$ cat src/rtl/uc_rr_arbiter_if.sv
// Unit-clause arbiter bus: memory and engine literal sources, broadcast output and status.
`default_nettype none

interface uc_rr_arbiter_if #(
  parameter int NUM_ENG    = 4,
  parameter int LIT_W      = 8,
  parameter int FIFO_DEPTH = 8
) ();

  logic                           clear;
  logic                           input_mode;
  logic                           mem_valid;
  logic [LIT_W-1:0]               mem_lit;
  logic                           mem_ready;
  logic [NUM_ENG-1:0]             eng_valid;
  logic [NUM_ENG*LIT_W-1:0]       eng_lit;
  logic [NUM_ENG-1:0]             eng_pop;
  logic                           out_valid;
  logic [LIT_W-1:0]               out_lit;
  logic                           out_ready;
  logic                           conflict;
  logic [LIT_W-1:0]               conflict_lit;
  logic [$clog2(FIFO_DEPTH):0]    fifo_count;

  modport master (
    output clear, input_mode, mem_valid, mem_lit, eng_valid, eng_lit, out_ready,
    input  mem_ready, eng_pop, out_valid, out_lit, conflict, conflict_lit, fifo_count
  );

  modport slave (
    input  clear, input_mode, mem_valid, mem_lit, eng_valid, eng_lit, out_ready,
    output mem_ready, eng_pop, out_valid, out_lit, conflict, conflict_lit, fifo_count
  );

endinterface

`default_nettype wire

$ cat src/rtl/uc_rr_arbiter.sv
// Unit-clause arbiter: memory/engine literal selection, variable-table conflict check, broadcast FIFO.
// Optional build macro UCA_DEDUP_EN drops same-polarity repeat literals instead of re-broadcasting them.
`default_nettype none

module uc_rr_arbiter #(
  parameter int NUM_ENG    = 4,
  parameter int LIT_W      = 8,
  parameter int NUM_VAR    = 64,
  parameter int FIFO_DEPTH = 8
) (
  input  wire logic         clk,
  input  wire logic         rst,
  uc_rr_arbiter_if.slave    bus
);

  localparam int ENG_W  = (NUM_ENG > 1) ? $clog2(NUM_ENG) : 1;
  localparam int SUM_W  = ENG_W + 1;
  localparam int PTR_W  = $clog2(FIFO_DEPTH);
  localparam int CNT_W  = PTR_W + 1;
  localparam int VIDX_W = (NUM_VAR > 1) ? $clog2(NUM_VAR) : 1;

`ifdef UCA_DEDUP_EN
  localparam bit DEDUP = 1'b1;
`else
  localparam bit DEDUP = 1'b0;
`endif

  logic [ENG_W-1:0]        rr_ptr_q, rr_ptr_d;
  logic [CNT_W-1:0]        count_q;
  logic [PTR_W-1:0]        wr_ptr_q, rd_ptr_q;
  logic                    conflict_q;
  logic [LIT_W-1:0]        conflict_lit_q;
  logic [NUM_VAR-1:0]      assigned_q;
  logic [NUM_VAR-1:0]      pol_q;
  logic [LIT_W-1:0]        fifo_q [FIFO_DEPTH];

  logic                    w_accept_en;
  logic                    w_mem_take;
  logic                    w_eng_take;
  logic                    w_take;
  logic [2*NUM_ENG-1:0]    w_dbl;
  logic [NUM_ENG-1:0]      w_rot;
  logic [ENG_W-1:0]        w_fp_idx;
  logic [ENG_W-1:0]        w_rr_off;
  logic [SUM_W-1:0]        w_rr_sum;
  logic [ENG_W-1:0]        w_rr_idx;
  logic [ENG_W-1:0]        w_grant;
  logic [SUM_W-1:0]        w_nxt_sum;
  logic [ENG_W-1:0]        w_nxt_ptr;
  logic [LIT_W-1:0]        w_lit;
  logic                    w_sign;
  logic [LIT_W-1:0]        w_mag;
  logic                    w_in_range;
  logic [VIDX_W-1:0]       w_idx;
  logic                    w_hit;
  logic                    w_same;
  logic                    w_set;
  logic                    w_conf;
  logic                    w_dup;
  logic                    w_push;
  logic                    w_pop;

  // Accept gating uses the registered count so a same-cycle pop never frees space.
  assign w_accept_en = rst & ~bus.clear & ~conflict_q & (count_q < CNT_W'(FIFO_DEPTH));
  assign w_mem_take  = w_accept_en & bus.mem_valid;
  assign w_eng_take  = w_accept_en & ~bus.mem_valid & (|bus.eng_valid);
  assign w_take      = w_mem_take | w_eng_take;

  // Rotating the doubled request vector puts rr_ptr at bit 0.
  assign w_dbl = {bus.eng_valid, bus.eng_valid};
  assign w_rot = w_dbl[rr_ptr_q +: NUM_ENG];

  always_comb begin
    w_fp_idx = '0;
    for (int i = NUM_ENG - 1; i >= 0; i--) begin
      if (bus.eng_valid[i]) w_fp_idx = ENG_W'(i);
    end
    w_rr_off = '0;
    for (int i = NUM_ENG - 1; i >= 0; i--) begin
      if (w_rot[i]) w_rr_off = ENG_W'(i);
    end
  end

  assign w_rr_sum  = {1'b0, rr_ptr_q} + {1'b0, w_rr_off};
  assign w_rr_idx  = (w_rr_sum >= SUM_W'(NUM_ENG)) ? ENG_W'(w_rr_sum - SUM_W'(NUM_ENG))
                                                    : ENG_W'(w_rr_sum);
  assign w_grant   = bus.input_mode ? w_rr_idx : w_fp_idx;
  assign w_nxt_sum = {1'b0, w_grant} + SUM_W'(1);
  assign w_nxt_ptr = (w_nxt_sum >= SUM_W'(NUM_ENG)) ? ENG_W'(w_nxt_sum - SUM_W'(NUM_ENG))
                                                     : ENG_W'(w_nxt_sum);
  assign rr_ptr_d  = (w_eng_take & bus.input_mode) ? w_nxt_ptr : rr_ptr_q;

  assign bus.mem_ready = w_mem_take;
  assign bus.eng_pop   = w_eng_take ? (NUM_ENG'(1) << w_grant) : '0;

  assign w_lit      = w_mem_take ? bus.mem_lit : bus.eng_lit[w_grant*LIT_W +: LIT_W];
  assign w_sign     = w_lit[LIT_W-1];
  assign w_mag      = w_sign ? (~w_lit + LIT_W'(1)) : w_lit;
  assign w_in_range = (w_mag != '0) && (32'(w_mag) < 32'(NUM_VAR));
  assign w_idx      = w_mag[VIDX_W-1:0];
  assign w_hit      = assigned_q[w_idx];
  assign w_same     = (pol_q[w_idx] == w_sign);

  // Zero or out-of-range literals are consumed with none of these firing.
  assign w_set  = w_take & w_in_range & ~w_hit;
  assign w_conf = w_take & w_in_range & w_hit & ~w_same;
  assign w_dup  = w_take & w_in_range & w_hit & w_same;
  assign w_push = w_set | (w_dup & ~DEDUP);
  assign w_pop  = (count_q != '0) & bus.out_ready;

  always_ff @(posedge clk or negedge rst) begin
    if (!rst) begin
      rr_ptr_q       <= '0;
      count_q        <= '0;
      wr_ptr_q       <= '0;
      rd_ptr_q       <= '0;
      conflict_q     <= 1'b0;
      conflict_lit_q <= '0;
      assigned_q     <= '0;
      pol_q          <= '0;
    end else if (bus.clear) begin
      rr_ptr_q       <= '0;
      count_q        <= '0;
      wr_ptr_q       <= '0;
      rd_ptr_q       <= '0;
      conflict_q     <= 1'b0;
      conflict_lit_q <= '0;
      assigned_q     <= '0;
      pol_q          <= '0;
    end else begin
      rr_ptr_q <= rr_ptr_d;
      count_q  <= count_q + CNT_W'(w_push) - CNT_W'(w_pop);
      if (w_push) wr_ptr_q <= wr_ptr_q + PTR_W'(1);
      if (w_pop)  rd_ptr_q <= rd_ptr_q + PTR_W'(1);
      if (w_set) begin
        assigned_q[w_idx] <= 1'b1;
        pol_q[w_idx]      <= w_sign;
      end
      if (w_conf) begin
        conflict_q     <= 1'b1;
        conflict_lit_q <= w_lit;
      end
    end
  end

  // Storage needs no reset: out_valid is qualified by the occupancy count.
  always_ff @(posedge clk) begin
    if (w_push) fifo_q[wr_ptr_q] <= w_lit;
  end

  assign bus.out_valid    = (count_q != '0);
  assign bus.out_lit      = fifo_q[rd_ptr_q];
  assign bus.fifo_count   = count_q;
  assign bus.conflict     = conflict_q;
  assign bus.conflict_lit = conflict_lit_q;

endmodule

`default_nettype wire

$ cat src/flat_wrapper.sv
// flat-port wrapper written by rule: the top's interface ports become plain ports
module uc_rr_arbiter_flat 
#(
  parameter int NUM_ENG    = 4,
  parameter int LIT_W      = 8,
  parameter int NUM_VAR    = 64,
  parameter int FIFO_DEPTH = 8
)
  (clk, rst, bus_clear, bus_input_mode, bus_mem_valid, bus_mem_lit, bus_eng_valid, bus_eng_lit, bus_out_ready, bus_mem_ready, bus_eng_pop, bus_out_valid, bus_out_lit, bus_conflict, bus_conflict_lit, bus_fifo_count);
  uc_rr_arbiter_if #(.NUM_ENG(NUM_ENG), .LIT_W(LIT_W), .FIFO_DEPTH(FIFO_DEPTH)) bus_i ();
  input  wire logic clk;
  input  wire logic rst;
  input wire logic [$bits(bus_i.clear)-1:0] bus_clear;
  input wire logic [$bits(bus_i.input_mode)-1:0] bus_input_mode;
  input wire logic [$bits(bus_i.mem_valid)-1:0] bus_mem_valid;
  input wire logic [$bits(bus_i.mem_lit)-1:0] bus_mem_lit;
  input wire logic [$bits(bus_i.eng_valid)-1:0] bus_eng_valid;
  input wire logic [$bits(bus_i.eng_lit)-1:0] bus_eng_lit;
  input wire logic [$bits(bus_i.out_ready)-1:0] bus_out_ready;
  output wire logic [$bits(bus_i.mem_ready)-1:0] bus_mem_ready;
  output wire logic [$bits(bus_i.eng_pop)-1:0] bus_eng_pop;
  output wire logic [$bits(bus_i.out_valid)-1:0] bus_out_valid;
  output wire logic [$bits(bus_i.out_lit)-1:0] bus_out_lit;
  output wire logic [$bits(bus_i.conflict)-1:0] bus_conflict;
  output wire logic [$bits(bus_i.conflict_lit)-1:0] bus_conflict_lit;
  output wire logic [$bits(bus_i.fifo_count)-1:0] bus_fifo_count;
  assign bus_i.clear = bus_clear;
  assign bus_i.input_mode = bus_input_mode;
  assign bus_i.mem_valid = bus_mem_valid;
  assign bus_i.mem_lit = bus_mem_lit;
  assign bus_i.eng_valid = bus_eng_valid;
  assign bus_i.eng_lit = bus_eng_lit;
  assign bus_i.out_ready = bus_out_ready;
  assign bus_mem_ready = bus_i.mem_ready;
  assign bus_eng_pop = bus_i.eng_pop;
  assign bus_out_valid = bus_i.out_valid;
  assign bus_out_lit = bus_i.out_lit;
  assign bus_conflict = bus_i.conflict;
  assign bus_conflict_lit = bus_i.conflict_lit;
  assign bus_fifo_count = bus_i.fifo_count;
  uc_rr_arbiter #(.NUM_ENG(NUM_ENG), .LIT_W(LIT_W), .NUM_VAR(NUM_VAR), .FIFO_DEPTH(FIFO_DEPTH)) u_core (.clk(clk), .rst(rst), .bus(bus_i));
endmodule
$ cat config.mk
export PLATFORM = sky130hd
export DESIGN_NAME = uc_rr_arbiter_flat
export DESIGN_NICKNAME = d
export VERILOG_FILES = /design/src/rtl/uc_rr_arbiter_if.sv /design/src/rtl/uc_rr_arbiter.sv /design/src/flat_wrapper.sv
export SDC_FILE = /design/constraint.sdc
export NUM_CORES = 1
export LEC_CHECK = 0
export CORE_MARGIN = 4
export CORE_UTILIZATION = 45
export CTS_BUF_LIST = sky130_fd_sc_hd__clkbuf_8
export DETAILED_ROUTE_END_ITERATION = 16
export HOLD_SLACK_MARGIN = 0.05
export PLACE_DENSITY_LB_ADDON = 0.12
export SYNTH_ARGS = -nofsm -noshare
export SYNTH_HDL_FRONTEND = slang
export SYNTH_SLANG_ARGS = --single-unit
$ cat constraint.sdc
create_clock -name clk -period 16.5 [get_ports clk]
set_clock_uncertainty 0.15 [all_clocks]
set_input_delay 1.65 -clock clk [delete_from_list [all_inputs] [get_ports clk]]
set_output_delay 1.65 -clock clk [all_outputs]
set_load 0.05 [all_outputs]
==> metrics.yaml <==
run_status:
  outcome: "finished clean"
die:
  die_w_um: 167
  coreArea_um2: 24600
  initial_core_util: 0.463
  rows: 57
  ioPinCount: 77
  fp.dieH_um: 167
  die_area_um2: 27900
clock_network:
  cts_setup_buffers: 0
  cts_root_buf: "clkbuf_8"
  clock_latency_ns: 0.54
  cts_tree: "done"
  cts.sinks: 213
  htree_num_levels: 2
  clockBufferDepth: 3
  path_clk_slew_ns: 0.06
  cts_buffers: 38
  ctsHoldBuffers: 0
  ctsResizeCount: 0
global_routing:
  grt_pass1_wl_um: 53300
  grt_pass1_vias: 9102
  antenna_found_initial: 0
  grt-ovfl-total: 0
  grt_max_degree: 105
  grt_use_total: 0.237
critical_path:
  required_ns: 16.80
  critPathTopFamily: "compound AO/OA/AOI/OAI gates"
  critPathMostFrequentCell: "buf_4"
  ff2ff_path_depth: 23
  endpoint_kind: "register"
  path_depth: 25
  cp-start-kind: "input port"
  critPathMaxStageDelay_ns: 0.92
  criticalPathCategory: "in -> reg"
  crit_slowest_cell: "a21oi_1"
  worstPathArrival_ns: 9.14
  path_buf_inv: 6
  cp_max_fo: 104
sta:
  drv_slew: 0
  fmax_mhz: 113
  hold_violations: 0
  setup_viol: 0
  worstMarginPinSlew_ns: 1.16
  slew_headroom: 0.226
  min_period_ns: 8.84
  finalCritPeriodShare: 0.536
  rsz0062_at_grt: "no"
  whs_ns: 0.339
  tns_ns: 0
  postLayoutSetupSlackWorst_ns: 7.66
synth:
  synth_async_sr_flop_share: 0.700
  yosysUniqueCellTypes: 89
  synth.largest_area_cell: "dfrtp_1"
  yosysTopAreaCellShare: 0.328
  synth-edff-count: 64
  synth_flop_cell: "dfrtp_1"
  yosys_warnings: 0
  syn-num-nets: 1177
  synth_most_common_cell: "dfrtp_1"
  yosys-top-cells-count: "dfrtp_1 (149), nand2_1 (92), nor2_1 (78), inv_1 (69), edfxtp_1 (64)"
  synthTopCellsByArea: "dfrtp_1 (33%), edfxtp_1 (17%), mux2i_1 (5.0%)"
  avgSynthCellArea_um2: 10.2
  yosysSeqAreaShare: 0.496
  syn_inst: 1113
  synth-seq-cells: 213
  syn-cell-area_um2: 11400
pwr:
  cellInternalPower_mw: 1.02
  pwr-share-comb: 0.362
  power_per_cell_area_nw_per_um2: 128
  switching_power_uw: 642
  p_total_mw: 1.66
  pwr-share-seq: 0.355
  ir_drop_v: 0.0000731
  clockPowerShare: 0.283
  leakagePower_nw: 5.24
  p_sw_frac: 0.387
placed_design:
  dpl.hpwl_um: 21600
  io_buffer_count: 76
  place_area_um2: 12300
  dp_cells: 1442
  pre_cts_ws_ns: 7.26
  gp_congestion: 0.903
detailed_routing:
  vias: 9277
  drc: 0
  viasPerCell: 6.16
  wire_per_inst_um: 22.3
  wl_um: 33600
  postRouteAntennaNets: 0
  dr.pass1.iters: 5
  drtIter0Drc: 1095
final_layout:
  num_antenna_cells: 0
  final_area_um2: 13000
  final_cells: 1505
  final_core_util: 0.527
  drive_above_1_share: 0.108
  area_growth_pct: 14.0
  nNetsFinal: 1222
hold_path:
  min_delay_path_depth: 2
  hold_class: "reg -> reg"
flow_run:
  cap_violations: 0
layer usage:
metal | routed length (µm) | vias to the layer above | part of all wire | global-route usage
met3 | 2640 | 76 | 0.079 | 0.0469
met4 | 931 | 0 | 0.028 | 0.0776
met5 | 0 | - | 0 | 0
met2 | 15100 | 414 | 0.45 | 0.352
met1 | 14900 | 4584 | 0.44 | 0.349
li1 | - | 4203 | - | -
final timing paths:
check / end / slack, ns / startpoint
worst max-delay path: u_core.bus.conflict_lit[0] / 7.66 / bus_eng_valid[0]
worst min-delay path: u_core.assigned_q[12] / 0.34 / u_core.assigned_q[12]
worst max register to register: u_core.bus.conflict_lit[0] / 8.98 / u_core.rr_ptr_q[1]
worst min register to register: u_core.assigned_q[12] / 0.34 / u_core.assigned_q[12]
max in group asynchronous: u_core.pol_q[15] / 14.18 / rst
min in group asynchronous: u_core.assigned_q[37] / 0.90 / rst
logic make-up after synthesis:
family | after synthesis | synth area share
AO/OA/AOI/OAI | 304 | 0.185
XOR/XNOR | 9 | 0.00693
adder cells (fa/ha/maj) | 14 | 0.0161
buffers and inverters | 173 | 0.0678
flip-flops | 213 | 0.496
multiplexers | 83 | 0.0917
AND/OR/NAND/NOR | 317 | 0.136
placed cells by master, fill, tap and decap left out, types with 5 or more instances in the layout:
| cell | synthesis | routed |
|---|---|---|
| dfrtp_1 | 149 | 149 |
| xnor2_1 | 6 | 6 |
| mux2_2 | 8 | 8 |
| clkdlybuf4s50_1 | 0 | 74 |
| nand4_1 | 10 | 10 |
| a211oi_1 | 26 | 26 |
| o21ai_0 | 38 | 38 |
| and3_1 | 15 | 15 |
| a21oi_1 | 59 | 59 |
| a211o_1 | 6 | 6 |
| mux4_2 | 16 | 16 |
| clkbuf_8 | 0 | 42 |
| nor4_1 | 5 | 5 |
| clkinv_1 | 0 | 6 |
| o221ai_1 | 6 | 6 |
| nand3_1 | 48 | 48 |
| a221oi_1 | 17 | 16 |
| a311oi_1 | 7 | 7 |
| mux2i_1 | 57 | 57 |
| nor2b_1 | 7 | 7 |
| edfxtp_1 | 64 | 64 |
| o211ai_1 | 5 | 5 |
| ha_1 | 13 | 13 |
| a21o_1 | 5 | 5 |
| a31oi_1 | 61 | 61 |
| and2_1 | 19 | 19 |
| buf_4 | 9 | 27 |
| o22ai_1 | 16 | 16 |
| nand2_1 | 92 | 92 |
| a22oi_1 | 6 | 5 |
| nor2_1 | 78 | 78 |
| nor3_1 | 15 | 15 |
| inv_1 | 69 | 78 |
| a41oi_1 | 10 | 10 |
area by class of cell:
cell class / instances / area, µm²
Clock buffer: 42 / 578
Sequential cell: 213 / 5650
Inverter: 76 / 299
Timing Repair Buffer: 102 / 955
Clock inverter: 21 / 119
Tap cell: 324 / 405
Multi-Input combinational cell: 727 / 4970
Fill cell: 2252 / 11600
power by group through the flow:
stage / clock network [mW] / logic (mW) / registers [mW]
CTS: 0.478 / 0.598 / 0.589
global route: 0.506 / 0.646 / 0.590
detailed placement: 0 / 0.595 / 0.599
finish: 0.469 / 0.600 / 0.588
global placement: 0 / 0.593 / 0.598
floorplan: 0 / 0.414 / 0.609
state kept, by name, summed over array words and instances (netlist names):
signal,count
u_core.rr_ptr_q,2
u_core.bus.conflict,1
u_core.bus.conflict_lit,8
u_core.fifo_q,64
u_core.assigned_q,64
u_core.pol_q,64
u_core.rd_ptr_q,3
u_core.bus.fifo_count,4
u_core.wr_ptr_q,3
tightest hold or removal path: stages, from the launching register on:
cell	delay [ns]
dfrtp_1	0.33
a31oi_1	0.04
nor2_1	0.07
Power figures use the tool's default switching activity.
